`src/rtl/uart_rx_fifo.sv`:
```
// UART receiver: synchronizes and deframes Rx, checks parity/stop/break and
// queues {errors, data} words in a FIFO drained by Read_Done rising edges.
module uart_rx_fifo #(
    parameter int SYSCLK_RATE = 100000000,
    parameter int BAUD_RATE   = 9600,
    parameter int DATA_BITS   = 8,
    parameter int PARITY_BIT  = 1,
    parameter int STOP_BITS   = 2,
    parameter int FIFO_DEPTH  = 8
) (
    input  logic                 SysClk,
    input  logic                 Rst,
    input  logic                 Rx,
    input  logic                 Read_Done,
    output logic [DATA_BITS-1:0] Data_Out,
    output logic                 Data_Rdy,
    output logic [2:0]           Rx_Error,
    output logic                 FIFO_Empty,
    output logic                 FIFO_Full,
    output logic                 FIFO_Overflow,
    output logic                 RTS
);
    localparam int CLKS_PER_BIT = SYSCLK_RATE / BAUD_RATE;
    localparam int CNT_W  = $clog2(CLKS_PER_BIT + 1);
    localparam int BIT_W  = $clog2(DATA_BITS + 1);
    localparam int AW     = $clog2(FIFO_DEPTH);
    localparam int CW     = $clog2(FIFO_DEPTH + 1);
    localparam int WORD_W = DATA_BITS + 3;
    localparam logic [CNT_W-1:0] CNT_FULL  = CNT_W'(CLKS_PER_BIT);
    localparam logic [CNT_W-1:0] CNT_HALF  = CNT_W'(CLKS_PER_BIT / 2);
    localparam logic [CNT_W-1:0] CNT_ONE   = CNT_W'(1);
    localparam logic [BIT_W-1:0] LAST_DATA = BIT_W'(DATA_BITS - 1);
    localparam logic [BIT_W-1:0] LAST_STOP = BIT_W'(STOP_BITS - 1);
    localparam logic [CW-1:0]    LVL_FULL  = CW'(FIFO_DEPTH);
    localparam logic [CW-1:0]    LVL_RTS   = CW'(FIFO_DEPTH - 1);

    function automatic logic even_parity(input logic [DATA_BITS-1:0] d);
        return ^d;
    endfunction

    typedef enum logic [2:0] {ST_IDLE, ST_START, ST_DATA, ST_PARITY, ST_STOP} state_t;

    state_t                state_r, state_s;
    logic                  rx_meta_r, rx_sync_r;
    logic [CNT_W-1:0]      cnt_r, cnt_s;
    logic [BIT_W-1:0]      bit_idx_r, bit_idx_s;
    logic [DATA_BITS-1:0]  shift_r, shift_s;
    logic                  par_err_r, par_err_s, par_zero_r, par_zero_s;
    logic                  frm_err_r, frm_err_s, brk_r, brk_s;
    logic                  brk_now_s, frm_now_s, tick_s;
    logic                  push_r, push_s;
    logic [WORD_W-1:0]     push_word_r, push_word_s;

    logic [WORD_W-1:0]     mem_r [FIFO_DEPTH];
    logic [AW-1:0]         wr_ptr_r, rd_ptr_r;
    logic [CW-1:0]         count_r, count_s;
    logic                  rd_d_r, pop_s, push_ok_s, ovf_s;
    logic [DATA_BITS-1:0]  data_out_r;
    logic [2:0]            rx_err_r;
    logic                  empty_r, full_r, rdy_r, rts_r, ovf_r;

    // Two-flop synchronizer for the asynchronous Rx line (idles high)
    always_ff @(posedge SysClk) begin
        if (!Rst) begin
            rx_meta_r <= 1'b1;
            rx_sync_r <= 1'b1;
        end else begin
            rx_meta_r <= Rx;
            rx_sync_r <= rx_meta_r;
        end
    end

    // Deframing FSM: next state, bit timing and error accumulation
    always_comb begin
        state_s     = state_r;
        cnt_s       = cnt_r;
        bit_idx_s   = bit_idx_r;
        shift_s     = shift_r;
        par_err_s   = par_err_r;
        par_zero_s  = par_zero_r;
        frm_err_s   = frm_err_r;
        brk_s       = brk_r;
        push_s      = 1'b0;
        push_word_s = push_word_r;
        brk_now_s   = brk_r;
        frm_now_s   = frm_err_r;
        tick_s      = (cnt_r == CNT_ONE);
        case (state_r)
            ST_IDLE: begin
                if (!rx_sync_r) begin
                    state_s    = ST_START;
                    cnt_s      = CNT_HALF;
                    bit_idx_s  = '0;
                    par_err_s  = 1'b0;
                    par_zero_s = 1'b1;
                    frm_err_s  = 1'b0;
                    brk_s      = 1'b0;
                end else begin
                    state_s = ST_IDLE;
                end
            end
            ST_START: begin
                if (tick_s) begin
                    cnt_s   = CNT_FULL;
                    state_s = rx_sync_r ? ST_IDLE : ST_DATA;
                end else begin
                    cnt_s = cnt_r - CNT_ONE;
                end
            end
            ST_DATA: begin
                if (tick_s) begin
                    cnt_s   = CNT_FULL;
                    shift_s = {rx_sync_r, shift_r[DATA_BITS-1:1]};
                    if (bit_idx_r == LAST_DATA) begin
                        bit_idx_s = '0;
                        state_s   = (PARITY_BIT != 0) ? ST_PARITY : ST_STOP;
                    end else begin
                        bit_idx_s = bit_idx_r + BIT_W'(1);
                    end
                end else begin
                    cnt_s = cnt_r - CNT_ONE;
                end
            end
            ST_PARITY: begin
                if (tick_s) begin
                    cnt_s      = CNT_FULL;
                    par_err_s  = (even_parity(shift_r) != rx_sync_r);
                    par_zero_s = ~rx_sync_r;
                    state_s    = ST_STOP;
                end else begin
                    cnt_s = cnt_r - CNT_ONE;
                end
            end
            ST_STOP: begin
                if (tick_s) begin
                    cnt_s     = CNT_FULL;
                    bit_idx_s = bit_idx_r + BIT_W'(1);
                    // Break is judged on the first stop sample only
                    brk_now_s = (bit_idx_r == '0) ? ((shift_r == '0) && par_zero_r && !rx_sync_r) : brk_r;
                    frm_now_s = frm_err_r | ~rx_sync_r;
                    brk_s     = brk_now_s;
                    frm_err_s = frm_now_s;
                    if (bit_idx_r == LAST_STOP) begin
                        push_s      = 1'b1;
                        push_word_s = {brk_now_s, frm_now_s | brk_now_s, par_err_r, shift_r};
                        state_s     = ST_IDLE;
                    end else begin
                        state_s = ST_STOP;
                    end
                end else begin
                    cnt_s = cnt_r - CNT_ONE;
                end
            end
            default: state_s = ST_IDLE;
        endcase
    end

    // Deframing FSM registers
    always_ff @(posedge SysClk) begin
        if (!Rst) begin
            state_r     <= ST_IDLE;
            cnt_r       <= '0;
            bit_idx_r   <= '0;
            shift_r     <= '0;
            par_err_r   <= 1'b0;
            par_zero_r  <= 1'b1;
            frm_err_r   <= 1'b0;
            brk_r       <= 1'b0;
            push_r      <= 1'b0;
            push_word_r <= '0;
        end else begin
            state_r     <= state_s;
            cnt_r       <= cnt_s;
            bit_idx_r   <= bit_idx_s;
            shift_r     <= shift_s;
            par_err_r   <= par_err_s;
            par_zero_r  <= par_zero_s;
            frm_err_r   <= frm_err_s;
            brk_r       <= brk_s;
            push_r      <= push_s;
            push_word_r <= push_word_s;
        end
    end

    // FIFO push/pop arbitration; a full FIFO still accepts a push alongside a pop
    always_comb begin
        pop_s     = Read_Done && !rd_d_r && (count_r != '0);
        push_ok_s = push_r && ((count_r != LVL_FULL) || pop_s);
        ovf_s     = push_r && !push_ok_s;
        case ({push_ok_s, pop_s})
            2'b10:   count_s = count_r + CW'(1);
            2'b01:   count_s = count_r - CW'(1);
            default: count_s = count_r;
        endcase
    end

    // FIFO storage
    always_ff @(posedge SysClk) begin
        if (push_ok_s) begin
            mem_r[wr_ptr_r] <= push_word_r;
        end
    end

    // FIFO pointers, output word and status flags
    always_ff @(posedge SysClk) begin
        if (!Rst) begin
            rd_d_r     <= 1'b0;
            wr_ptr_r   <= '0;
            rd_ptr_r   <= '0;
            count_r    <= '0;
            data_out_r <= '0;
            rx_err_r   <= 3'b000;
            empty_r    <= 1'b1;
            full_r     <= 1'b0;
            rdy_r      <= 1'b0;
            rts_r      <= 1'b1;
            ovf_r      <= 1'b0;
        end else begin
            rd_d_r  <= Read_Done;
            count_r <= count_s;
            empty_r <= (count_s == '0);
            full_r  <= (count_s == LVL_FULL);
            rdy_r   <= (count_s != '0);
            rts_r   <= (count_s < LVL_RTS);
            if (push_ok_s) begin
                wr_ptr_r <= wr_ptr_r + AW'(1);
            end
            if (pop_s) begin
                rd_ptr_r               <= rd_ptr_r + AW'(1);
                {rx_err_r, data_out_r} <= mem_r[rd_ptr_r];
                ovf_r                  <= 1'b0;
            end else if (ovf_s) begin
                ovf_r <= 1'b1;
            end
        end
    end

    assign Data_Out      = data_out_r;
    assign Rx_Error      = rx_err_r;
    assign Data_Rdy      = rdy_r;
    assign FIFO_Empty    = empty_r;
    assign FIFO_Full     = full_r;
    assign FIFO_Overflow = ovf_r;
    assign RTS           = rts_r;
endmodule

```
`config.mk`:
```
export PLATFORM = sky130hd
export DESIGN_NAME = uart_rx_fifo
export DESIGN_NICKNAME = d
export VERILOG_FILES = /design/src/rtl/uart_rx_fifo.sv
export SDC_FILE = /design/constraint.sdc
export NUM_CORES = 1
export LEC_CHECK = 0
export BUFFER_PORTS_ARGS = -buffer_cell sky130_fd_sc_hd__buf_4
export CORE_AREA = 8 8 116 118
export DETAILED_ROUTE_END_ITERATION = 10
export DIE_AREA = 0 0 124 126
export HOLD_SLACK_MARGIN = 0.06
export PLACE_DENSITY_LB_ADDON = 0.08
export SLEW_MARGIN = 15
export SYNTH_ARGS = -nofsm -noshare
export SYNTH_HDL_FRONTEND = slang
export SYNTH_SLANG_ARGS = --single-unit
```
`constraint.sdc`:
```
create_clock -name SysClk -period 3.65 [get_ports SysClk]
set_input_delay 0.73 -clock SysClk [delete_from_list [all_inputs] [get_ports SysClk]]
set_output_delay 0.73 -clock SysClk [all_outputs]
set_load 0.02 [all_outputs]
```
* Word level (Yosys, flattened, before mapping)
Memories as Yosys holds them, arrays and structs flattened. A register that Yosys moved wholly into a read port is not among the register bits.
Cells that the tools add are included.
** Cells by class
- Bitwise gates (word level) :: 4
- Equal/unequal tests :: 18
- Add/subtract/negate cells :: 6
- Muxes and demuxes :: 32
- Reduce and logical (&&, ||, !) cells :: 32
- Order comparisons :: 1
** Operators with widths (number)
- $mux W14 :: 2
- $pmux W14 S2 :: 1
- $mux W3 :: 6
- $mux W4 :: 4
- $pmux W3 S5 :: 1
- $eq A14 B1 Y1 const B :: 1
- $sub A14 B1 Y14 const B :: 1
- $ne A2 B2 Y1 const B :: 6
- $pmux W4 S3 :: 1
- $reduce_and A3 Y1 :: 4
- $mux W1 :: 11
- $add A4 B1 Y4 const B :: 2
- $logic_not A4 Y1 :: 2
- $logic_not A8 Y1 :: 1
- $pmux W1 S2 :: 4
- $pmux W4 S2 :: 1
- $reduce_bool A4 Y1 :: 2
- $reduce_xor A8 Y1 :: 1
- $add A3 B1 Y3 const B :: 2
- $eq A3 B2 Y1 const B :: 2
- $logic_and A1 B1 Y1 :: 6
- $reduce_bool A2 Y1 :: 3
- $reduce_and A5 Y1 :: 1
- $eq A4 B1 Y1 const B :: 1
- other kinds (21) :: 27
** Word-level totals
- Memory bits (writable) :: 88
- Register bits after elaboration :: 63
- Bits of input ports :: 4
- Memories kept :: 1
- Output and inout bits :: 16
** Memories
- mem_r :: words 8, bits a word 11, rd ports 1, clocked after Yosys merged registers in 1, write ports 1, line 54 : logic [WORD_W-1:0] mem_r [FIFO_DEPTH];

* Logic depth before layout (Yosys ltp)
Gate-level depths: netlist of run 1.
- Depth in word-level cells :: 8
- Gate-level depth with buffers :: 12

* Worst setup path after synthesis of run 1
Ideal clock, no wire load.
- Path kind :: input-to-reg
- Start :: in Read_Done
- End :: reg rdy_r, in the netlist Data_Rdy
- Library setup time :: 0.114 ns
- Arrival time :: 2.914 ns
- Slack :: 0.622 ns
- Stages :: 12
- Cell sequence :: nand2b_1 clkbuf_1 nor2_1 nand2_1 inv_1 ha_1 a21o_1 a2111oi_0 a211oi_1 o31ai_1 inv_1 a21o_1
** On the way
- Cells in the longest elaborated chain, start to end :: 7
- Elaborated cells on any way between the ends :: 8
- Those cells by class :: eq/ne (2); mux (1); reduce/logical (5)
** Ends and longest elaborated chain
- start, declared :: line 14 : input logic Read_Done,
- $logic_and A1 B1 Y1 * (2 in series) :: line 187 : pop_s = Read_Done && !rd_d_r && (count_r != '0);
- $logic_or A1 B1 Y1 :: line 188 : push_ok_s = push_r && ((count_r != LVL_FULL) || pop_s);
- $logic_and A1 B1 Y1 :: line 188
- $eq A2 B1 Y1 or $eq A2 B2 Y1 (tied branches) :: line 190 : case ({push_ok_s, pop_s})
- $pmux W4 S2 * :: line 190
- $reduce_bool A4 Y1 * :: line 223 : rdy_r <= (count_s != '0);
- end signal, assigned :: line 223
- end, declared :: line 60 : logic empty_r, full_r, rdy_r, rts_r, ovf_r;
Mark *: on every way between the ends. The rest lies on a longest branch, timed or not.
A chain may end at the register's enable or synchronous reset.

* Final worst setup path of run 1
- Start :: reg count_r[0]
- End :: reg rdy_r, in the netlist Data_Rdy
** On the way
- Cells in the longest elaborated chain, start to end :: 7
- Elaborated cells on any way between the ends :: 11
- Those cells by class :: add/sub (2); eq/ne (3); mux (1); reduce/logical (5)
** Ends and longest elaborated chain
- start, declared :: line 56 : logic [CW-1:0] count_r, count_s;
- start signal, assigned :: line 220 : count_r <= count_s;
- $reduce_bool A4 Y1 :: line 187
- $logic_and A1 B1 Y1 :: line 187
- $logic_or A1 B1 Y1 :: line 188
- $logic_and A1 B1 Y1 :: line 188
- $eq A2 B1 Y1 or $eq A2 B2 Y1 (tied branches) :: line 190
- $pmux W4 S2 * :: line 190
- $reduce_bool A4 Y1 * :: line 223
Marks and branches as above.

==> results of run 1 <==
[kinds of logic after synthesis]
group / count (synthesis) / share of synthesized area
simple gates: 170 / 0.120
flops: 162 / 0.597
compound gates: 93 / 0.0874
buf+inv: 54 / 0.0322
mux: 54 / 0.118
xor+xnor: 15 / 0.0190
fa+ha+maj: 14 / 0.0264
[Yosys cell counts, types with 5 or more instances]
| cell | instances |
|---|---|
| edfxtp_1 | 88 |
| dfxtp_1 | 74 |
| nor2_1 | 67 |
| nand2_1 | 33 |
| mux2i_1 | 32 |
| a21oi_1 | 26 |
| clkbuf_1 | 24 |
| mux4_2 | 22 |
| inv_1 | 19 |
| o21ai_0 | 17 |
| a211oi_1 | 15 |
| ha_1 | 13 |
| nor3_1 | 13 |
| nand3_1 | 11 |
| xnor2_1 | 11 |
| nor4_1 | 8 |
| buf_2 | 7 |
| a31oi_1 | 6 |
| nor2b_1 | 5 |
[state kept, by name, indices dropped and copies added (netlist names), 3 cells and up]
name	cells
cnt_r	14
wr_ptr_r	3
mem_r	88
push_word_r	11
shift_r	8
bit_idx_r	4
Rx_Error	3
Data_Out	8
count_r	4
state_r	3
rd_ptr_r	3
[cell usage in the layout (no fill, tap or decap), types with 5 or more instances in the layout]
cell	synthesis	layout
a211oi_1	15	15
a21oi_1	26	26
a31oi_1	6	6
buf_4	1	36
clkbuf_16	0	17
clkinv_2	0	6
dfxtp_1	74	74
edfxtp_1	88	88
ha_1	13	13
inv_1	19	18
mux2i_1	32	32
mux4_2	22	22
nand2_1	33	33
nand3_1	11	11
nor2_1	67	66
nor2b_1	5	5
nor3_1	13	13
nor4_1	8	7
o21ai_0	17	17
xnor2_1	11	11
[power breakdown]
group / total (mW) / switching, mW / internal [mW]
registers: 1.98 / 0.0322 / 1.94
clock network: 1.75 / 0.668 / 1.08
logic: 0.377 / 0.217 / 0.160
[critical path, cell delays in order, from the launching register on]
cell and delay, ns:
dfxtp_1 0.40, nor4_1 0.59, nor2_2 0.07, nand2_1 0.12
inv_1 0.08, ha_1 0.28, a21o_1 0.18, a2111oi_0 0.40
a211oi_1 0.10, o31ai_1 0.27, inv_1 0.13, a21o_1 0.17
[final timing paths]
check / startpoint / endpoint / slack, ns
worst min register to register: rx_meta_r / rx_sync_r / 0.43
worst min-delay path: rx_meta_r / rx_sync_r / 0.43
worst max register to register: count_r[0] / Data_Rdy / 0.76
worst max-delay path: count_r[0] / Data_Rdy / 0.76
[stage by stage]
step           utilization  cells
6_report             0.668    742
5_1_grt              0.668    742
4_1_cts              0.668    742
3_5_place_dp         0.617    710
3_3_place_gp         0.617    710
2_1_floorplan            -    562
[layer usage]
layer | global-route usage | up-vias | wire length (µm)
li1 | - | 2121 | -
met4 | 0.0574 | 0 | 140
met1 | 0.242 | 2175 | 5940
met2 | 0.271 | 132 | 6480
met5 | 0 | - | 0
met3 | 0.0492 | 14 | 827
[layout make-up]
class	count	area, µm²
multi-input cells	346	2580
well taps	147	184
inverters	19	71.3
repair buffers	36	270
clock buffers	20	447
clock inverters	12	140
fillers	874	3890
flip-flops and latches	162	4120
==> key figures, run 1 <==
Run status
  – Status: finished clean

Drt
  – Final Routed Wirelength: ~13,000 µm
  – Routed WL per cell: roughly 18 µm
  – Via count: 4,442
  – ANT nets after route: 0
  – DR DRC count: 0
  – Initial DRC Count: 427
  – Via/cell ratio: around 6
  – Drt pass-1 iters: 5

Yosys
  – Synth top area cells: edfxtp_1 (38%), dfxtp_1 (21%), mux4_2 (7.2%)
  – Syn Std Cell Area: ~0.007 mm²
  – EDFF count, synth: 88
  – Share of the synthesized area in the top cell type: 0.382
  – FF+latch count, synth: around 160
  – Post-Syn Instances: around 560
  – Main synth FF type: edfxtp_1
  – Synth cell types: 58
  – Cell accounting for the most synthesized area: edfxtp_1
  – Ys Warns: 0
  – Syn nets: 580
  – Syn Area/Cell: 12.3 µm²
  – Seq/Total Area, Yosys: 0.597
  – Asr flop ratio synth: 0

Timing
  – Minimum clock period after layout: 2.89 ns
  – Final Hold Vio Count: 0
  – Final Slew Violations: 0
  – Sum Neg Setup Slack: 0 ns
  – Setup Skew: approximately 0.0094 ns
  – RSZ-0062 raised after global routing: no
  – Hold WS: approximately 0.43 ns
  – Fmax achieved: 0.346 GHz
  – Crit share post-route: 0.791
  – Worst Setup Slack, final: 0.762 ns
  – Slew HR: 0.345
  – Worst slew pin tran: 0.981 ns
  – Final setup vio count: 0

Floorplanning
  – Die Ht: 126 µm
  – Initial Util: 0.590
  – Core area: 0.0117 mm²
  – Row cnt: 40
  – Die Wd: ~120 µm
  – I/O Pins: 20
  – Die footprint: around 0.016 mm²

Global route
  – Initial antenna violation count: 0
  – Global-route wire length before repair: ~21,000 µm
  – GRT Total Usage: 0.178
  – Largest net degree at the start of global routing: 28
  – Total grt overflow: 0
  – Number of global-route vias before repair: slightly above 4,000

Clock tree
  – Clk slew on worst S/H paths: approximately 0.06 ns
  – Clk buf depth: 2
  – Clock Sinks: around 160
  – Hold Buf Count CTS: 0
  – H-tree depth: 4
  – Postcts setup bufs: 0
  – Post_cts resized: 0
  – Clock root buffer: clkbuf_16
  – Num CTS Buffers: 17
  – CTS tree: built
  – Worst-Skew Late Latency: ~0.42 ns

Final layout
  – Nets@finish: 600
  – Layout cells sized above 1: 0.171
  – Area Overhead vs Synth: 13.1%
  – Fin area: between 0.007 and 0.008 mm²
  – Antenna fix cells: 0

Power and ir drop
  – Leakage: around 2.8 nW
  – Tot Pwr: between 4 and 5 mW
  – Worst VDD drop: between 0.3 and 0.4 mV
  – Power per cell area: between 500 and 600 mW/mm²

Critical path
  – Crit path arrival time: 3.20 ns
  – Crit Path Class: flip-flop to flip-flop
  – Reg2Reg Depth: 11
  – Max FO, Critical Path: 10
  – Worst setup EP type: flip-flop
  – Crit path launch type: flip-flop
  – Req. time, crit path: between 3 and 4 ns

Placement
  – GPL Wtd Cong: 0.831
  – Dpl cell area: slightly above 0.007 mm²
  – Port bufs: 19
  – Dpl ws: between 0.6 and 0.7 ns
  – DPL Wire Length: between 8000 and 9000 µm

Flow run
  – Max Cap Violations: 0

Min path
  – Hold Path Stages: 1
  – Min-Delay Path Class: flip-flop to flip-flop
No activity file was read; power rests on OpenSTA's default activity.
==> run 2, diff against run 1 <==
--- a/config.mk
+++ b/config.mk
@@ -5,10 +5,11 @@
 export SDC_FILE = /design/constraint.sdc
 export NUM_CORES = 1
 export LEC_CHECK = 0
+export ABC_AREA = 1
 export BUFFER_PORTS_ARGS = -buffer_cell sky130_fd_sc_hd__buf_4
-export CORE_AREA = 8 8 116 118
+export CORE_AREA = 8 8 117 119
 export DETAILED_ROUTE_END_ITERATION = 10
-export DIE_AREA = 0 0 124 126
+export DIE_AREA = 0 0 125 127
 export HOLD_SLACK_MARGIN = 0.06
 export PLACE_DENSITY_LB_ADDON = 0.08
 export SLEW_MARGIN = 15
==> constraint.sdc (replaced) <==
create_clock -name SysClk -period 2.9 [get_ports SysClk]
set_input_delay 0.58 -clock SysClk [delete_from_list [all_inputs] [get_ports SysClk]]
set_output_delay 0.58 -clock SysClk [all_outputs]
set_load 0.02 [all_outputs]
==> key figures, run 2 <==
Power and ir drop
  – Power per cell area: 948 mW/mm² (+81%)
  – Leakage: 3.08 nW (+11%)
  – Worst VDD drop: 0.757 mV (+91%)

Clock tree
  – H-tree depth: 4 (unchanged)
  – Clock Sinks: 162 (unchanged)
  – Clk buf depth: 2 (unchanged)
  – CTS tree: built
  – Postcts setup bufs: 0 (unchanged)
  – Clock root buffer: clkbuf_16
  – Worst-Skew Late Latency: 0.41 ns (about the same)
  – Hold Buf Count CTS: 0 (unchanged)
  – Clk slew on worst S/H paths: 0.06 ns (about the same)
  – Post_cts resized: 0 (unchanged)
  – Num CTS Buffers: 17 (unchanged)

Floorplanning
  – Initial Util: 0.592 (+0.00188)
  – Row cnt: 40 (unchanged)
  – Die Ht: 127 µm (+0.79%)
  – Die Wd: 125 µm (+0.81%)
  – Core area: 0.0118 mm² (+0.85%)
  – Die footprint: 0.0159 mm² (+1.6%)
  – I/O Pins: 20 (unchanged)

Drt
  – Via/cell ratio: 5.51 (-8.0%)
  – Initial DRC Count: 440 (+3.0%)
  – Final Routed Wirelength: 14,200 µm (+5.9%)
  – DR DRC count: 0 (unchanged)
  – Via count: 5,227 (+18%)
  – ANT nets after route: 0 (unchanged)
  – Routed WL per cell: 14.9 µm (-17%)
  – Drt pass-1 iters: 5 (unchanged)

Run status
  – Status: finished clean

Critical path
  – Crit path arrival time: 2.49 ns (-0.71 ns)
  – Crit path launch type: flip-flop
  – Req. time, crit path: 3.21 ns (-0.75 ns)
  – Worst setup EP type: flip-flop
  – Max FO, Critical Path: 8 (-2)
  – Crit Path Class: flip-flop to flip-flop
  – Reg2Reg Depth: 14 (+3)

Timing
  – Fmax achieved: 0.457 GHz (+32%)
  – Final Hold Vio Count: 0 (unchanged)
  – Crit share post-route: 0.754 (-0.0369)
  – Final setup vio count: 0 (unchanged)
  – Slew HR: 0.679 (+0.333)
  – Hold WS: 0.351 ns (-0.0747 ns)
  – Worst Setup Slack, final: 0.713 ns (-0.0496 ns)
  – Final Slew Violations: 0 (unchanged)
  – RSZ-0062 raised after global routing: no
  – Sum Neg Setup Slack: 0 ns (unchanged)
  – Worst slew pin tran: 0.481 ns (-0.499 ns)
  – Setup Skew: 0.00472 ns (-0.00471 ns)
  – Minimum clock period after layout: 2.19 ns (-0.700 ns)

Yosys
  – Syn nets: 782 (+35%)
  – Main synth FF type: edfxtp_1
  – Syn Std Cell Area: 0.00699 mm² (+1.2%)
  – FF+latch count, synth: 162 (unchanged)
  – Syn Area/Cell: 9.15 µm² (-26%)
  – Synth top area cells: edfxtp_1 (38%), dfxtp_1 (21%), nor2_1 (7.0%)
  – Cell accounting for the most synthesized area: edfxtp_1
  – EDFF count, synth: 88 (unchanged)
  – Post-Syn Instances: 764 (+36%)
  – Seq/Total Area, Yosys: 0.590 (-0.00694)
  – Share of the synthesized area in the top cell type: 0.378 (-0.00444)
  – Cell with the most instances after synthesis: nor2_1
  – Asr flop ratio synth: 0 (unchanged)
  – Synth cell types: 33 (-43%)
  – Ys Warns: 0 (unchanged)
  – Synth top cells by count: nor2_1 (131), nand2_1 (127), edfxtp_1 (88)

Global route
  – Largest net degree at the start of global routing: 47 (+68%)
  – GRT Total Usage: 0.183 (+0.00516)
  – Total grt overflow: 0 (unchanged)
  – Number of global-route vias before repair: 4,999 (+21%)
  – Initial antenna violation count: 0 (unchanged)
  – Global-route wire length before repair: 23,700 µm (+11%)

Placement
  – Port bufs: 19 (unchanged)
  – Dpl cells: 917 (+29%)
  – GPL Wtd Cong: 0.853 (+2.7%)
  – DPL Wire Length: 9360 µm (+9.6%)
  – Dpl ws: 0.468 ns (-0.170 ns)

Flow run
  – Max Cap Violations: 0 (unchanged)

Final layout
  – Largest regs: mem_r x88, cnt_r x14, push_word_r x11
  – Reg with most FFs: mem_r
  – Commonest non-fill, non-tap cell in the layout: nor2_1
  – Area Overhead vs Synth: 13.3%
  – Layout Cells excl Fill: 949 (+28%)
  – Antenna fix cells: 0 (unchanged)
  – Nets@finish: 807 (+35%)
  – Max reg flops: 88 (unchanged)
  – Commonest cells after routing, fill and taps aside: nor2_1 (131), nand2_1 (127), edfxtp_1 (88), dfxtp_1 (74), o21ai_0 (73)
  – Layout cells sized above 1: 0.0960 (-0.0754)

Min path
  – Min-Delay Path Class: input port to flip-flop
  – Hold Path Stages: 2 (+1)
==> run 2: final timing paths <==
path,startpoint,to,slack [ns]
worst max-delay path,count_r[1],RTS,0.71
worst min-delay path,Rx,rx_meta_r,0.35
worst max register to register,count_r[1],RTS,0.71
worst min register to register,rx_meta_r,rx_sync_r,0.41
==> run 2: cells by family (layout without fill, tap and decap cells) <==
logic type,Yosys count,in the layout,synth area share
flops,162,162,0.590
fa+ha+maj,14,14,0.0261
compound gates,143,143,0.112
xor+xnor,8,8,0.0100
simple gates,349,349,0.213
buf+inv,88,126,0.0490
==> run 2: worst max-delay path: stages, from the launching register on <==
cell,delay [ns]
dfxtp_1,0.35
nor2_1,0.14
nand2_1,0.10
nand3_1,0.24
inv_1,0.14
ha_1,0.34
nand3_1,0.12
nand3_1,0.10
nand2_1,0.07
nand2_1,0.06
nand2_1,0.05
nand3_1,0.08
nand3_1,0.12
inv_1,0.11
nor2_1,0.05
==> run 2: cell type report <==
class                      instances  area [µm²]
timing repair buffer              35         263
inverter                          59         221
clock inverter                    11         161
fill                             942        3890
sequential                       162        4120
multi-input combinational        514        2530
clock buffer                      21         440
tap                              147         184
==> run 2: per-layer routing <==
metal  track usage  part of all wire
met1         0.221              0.45
met2         0.318              0.49
met3        0.0466             0.046
met4        0.0559            0.0064
met5             0                 0
==> run 2: power by group <==
part	switching (mW)	total (mW)	internal (mW)
Combinational	1.63	2.47	0.835
Sequential	0.177	2.78	2.60
Clock	0.829	2.26	1.43
==> run 2: metrics by stage <==
stage	power (mW)	instance area, µm²	utilization
after floorplan	4.69	6990	-
after global placement	5.21	7320	0.620
after detailed placement	5.27	7320	0.620
after CTS	7.54	7920	0.671
after global routing	8.01	7920	0.671
final	7.51	7920	0.671
==> run 3, diff against run 2 <==
==> constraint.sdc (replaced) <==
create_clock -name SysClk -period 2.2 [get_ports SysClk]
set_input_delay 0.44 -clock SysClk [delete_from_list [all_inputs] [get_ports SysClk]]
set_output_delay 0.44 -clock SysClk [all_outputs]
set_load 0.02 [all_outputs]
==> key figures, run 3 (same netlist as run 2, synthesis figures left out) <==
Run status
  – Status: finished clean

Power and ir drop
  – Worst VDD drop: 0.830 mV (+9.7%)
  – Power per cell area: 1230 mW/mm² (+29%)
  – Leakage: 3.06 nW (-0.37%)

Clock tree
  – Postcts setup bufs: 0 (unchanged)
  – Hold Buf Count CTS: 0 (unchanged)
  – Clk slew on worst S/H paths: 0.06 ns (about the same)
  – Clock Sinks: 162 (unchanged)
  – Num CTS Buffers: 17 (unchanged)
  – Clk buf depth: 2 (unchanged)
  – Clock root buffer: clkbuf_16
  – CTS tree: built
  – H-tree depth: 4 (unchanged)
  – Worst-Skew Late Latency: 0.42 ns (about the same)

Final layout
  – Reg with most FFs: mem_r
  – Max reg flops: 88 (unchanged)
  – Antenna fix cells: 0 (unchanged)
  – Layout Cells excl Fill: 953 (+0.42%)
  – Commonest cells after routing, fill and taps aside: nor2_1 (131), nand2_1 (127), edfxtp_1 (88), dfxtp_1 (74), o21ai_0 (73)
  – Fin area: 0.00793 mm² (about the same)
  – Commonest non-fill, non-tap cell in the layout: nor2_1
  – Nets@finish: 811 (+0.50%)
  – Largest regs: mem_r x88, cnt_r x14, push_word_r x11
  – Final core utilization: 0.671 (about the same)
  – Area Overhead vs Synth: 13.3% (about the same)
  – Layout cells sized above 1: 0.107 (+0.0107)

Floorplanning
  – Die Ht: 127 µm (unchanged)
  – Core area: 0.0118 mm² (unchanged)
  – Die Wd: 125 µm (unchanged)
  – I/O Pins: 20 (unchanged)
  – Initial Util: 0.592 (unchanged)
  – Die footprint: 0.0159 mm² (unchanged)
  – Row cnt: 40 (unchanged)

Timing
  – Minimum clock period after layout: 2.02 ns (-0.164 ns)
  – Setup Skew: 0.00576 ns (+0.00104 ns)
  – Fmax achieved: 0.494 GHz (+8.1%)
  – Worst slew pin tran: 0.462 ns (-0.0190 ns)
  – Final Slew Violations: 0 (unchanged)
  – Final setup vio count: 0 (unchanged)
  – Slew HR: 0.692 (+0.0130)
  – Worst Setup Slack, final: 0.176 ns (-0.536 ns)
  – Final Hold Vio Count: 0 (unchanged)
  – Crit share post-route: 0.920 (+0.166)
  – Hold WS: 0.202 ns (-0.149 ns)

Critical path
  – Reg2Reg Depth: 13 (-1)
  – Req. time, crit path: 2.51 ns (-0.70 ns)
  – CP top delay family: simple AND/OR/NAND/NOR gates
  – Crit path cell chain: nor2_1, nand2_1, nand3_2, inv_1, ha_1, nand3_1, nand4_1, nand2_1, nand2_1, nand3_1, nand3_1, inv_1, nor2_1
  – Crit path arrival time: 2.34 ns (-0.15 ns)
  – Max FO, Critical Path: 4 (-4)
  – Worst Path Buf+Inv: 2 (unchanged)
  – Worst setup EP type: flip-flop
  – Slowest CP cell: dfxtp_1
  – Biggest cell delay along the critical path: 0.34 ns (about the same)
  – Crit Path Class: flip-flop to flip-flop
  – Number of cells on the critical path: 13 (-1)
  – Crit path launch type: flip-flop

Placement
  – Port bufs: 19 (unchanged)
  – GPL Wtd Cong: 0.886 (+3.8%)
  – DPL Wire Length: 9470 µm (+1.1%)
  – Dpl cells: 921 (+0.44%)
  – Dpl ws: 0.00653 ns (-0.461 ns)
  – Dpl cell area: 0.00736 mm² (+0.58%)

Drt
  – Drt pass-1 iters: 5 (unchanged)
  – Initial DRC Count: 482 (+9.5%)
  – Via/cell ratio: 5.48 (-0.48%)
  – ANT nets after route: 0 (unchanged)
  – Final Routed Wirelength: 14,100 µm (-0.17%)
  – DR DRC count: 0 (unchanged)
  – Routed WL per cell: 14.8 µm (-0.59%)
  – Via count: 5,224 (-0.057%)

Global route
  – Largest net degree at the start of global routing: 47 (unchanged)
  – GRT Total Usage: 0.183 (-0.000834)
  – Met1 usage: 0.220 (-0.000961)
  – Total grt overflow: 0 (unchanged)
  – Initial antenna violation count: 0 (unchanged)
  – GR met2 Demand/Resource: 0.310 (-0.00799)
  – GRT met3 Usage: 0.0462 (-0.000416)
  – Number of global-route vias before repair: 4,962 (-0.74%)
  – Global-route wire length before repair: 23,400 µm (-0.88%)
  – Most Crowded Layer GR: met2

Min path
  – Min-Delay Path Class: input port to flip-flop
  – Hold Path Stages: 2 (unchanged)

Flow run
  – Max Cap Violations: 0 (unchanged)
==> run 3: cell count changes in the layout (fill, tap and decap cells not counted), sizes merged <==
cell,change
buf,+4
clkinv,-4
bufinv,-3
clkbuf,-4
clkinvlp,+6
inv,+5
==> run 3: final cells by class <==
cell class	instances	area (µm²)
clock buffers	17	425
fillers	929	3890
multi-input cells	514	2530
inverters	59	221
clock inverters	15	133
well taps	147	184
repair buffers	39	305
flip-flops and latches	162	4120
==> run 3: repair_timing <==
action,CTS,global route
endpoints found under the setup margin,0,4
resized for setup,0,1
hold endpoints to repair,0,0
==> run 3: final timing paths <==
check	from	to	slack, ns
setup / recovery	count_r[1]	RTS	0.18
hold / removal	Rx	rx_meta_r	0.20
setup reg to reg	count_r[1]	RTS	0.18
hold reg to reg	rx_meta_r	rx_sync_r	0.41
==> run 3: report_power, final <==
group / total [mW] / switching (mW) / internal [mW]
registers: 3.66 / 0.226 / 3.43
clock network: 2.75 / 1.18 / 1.56
logic: 3.32 / 2.17 / 1.15
total: 9.73 / 3.58 / 6.14
==> run 3: layer usage <==
layer  up-vias  share of wire  wire length [µm]
li1       2649              -                 -
met1      2461           0.46              6470
met2       100           0.48              6860
met3        14          0.045               637
met4         0          0.013               183
met5         -              0                 0
==> run 3: worst register-to-register path, cell delays in order, from the launching register on <==
cell     delay (ns)
dfxtp_1        0.34
nor2_1         0.16
nand2_1        0.11
nand3_2        0.13
inv_1          0.09
ha_1           0.32
nand3_1        0.13
nand4_1        0.14
nand2_1        0.10
nand2_1        0.05
nand3_1        0.09
nand3_1        0.12
inv_1          0.10
nor2_1         0.05
==> run 3: metrics by stage <==
stage | power [mW] | setup TNS (ns)
floorplan | 6.19 | 0
global placement | 6.90 | 0
detailed placement | 7.00 | 0
CTS | 9.76 | 0
global route | 10.4 | -0.0220
finish | 9.73 | 0
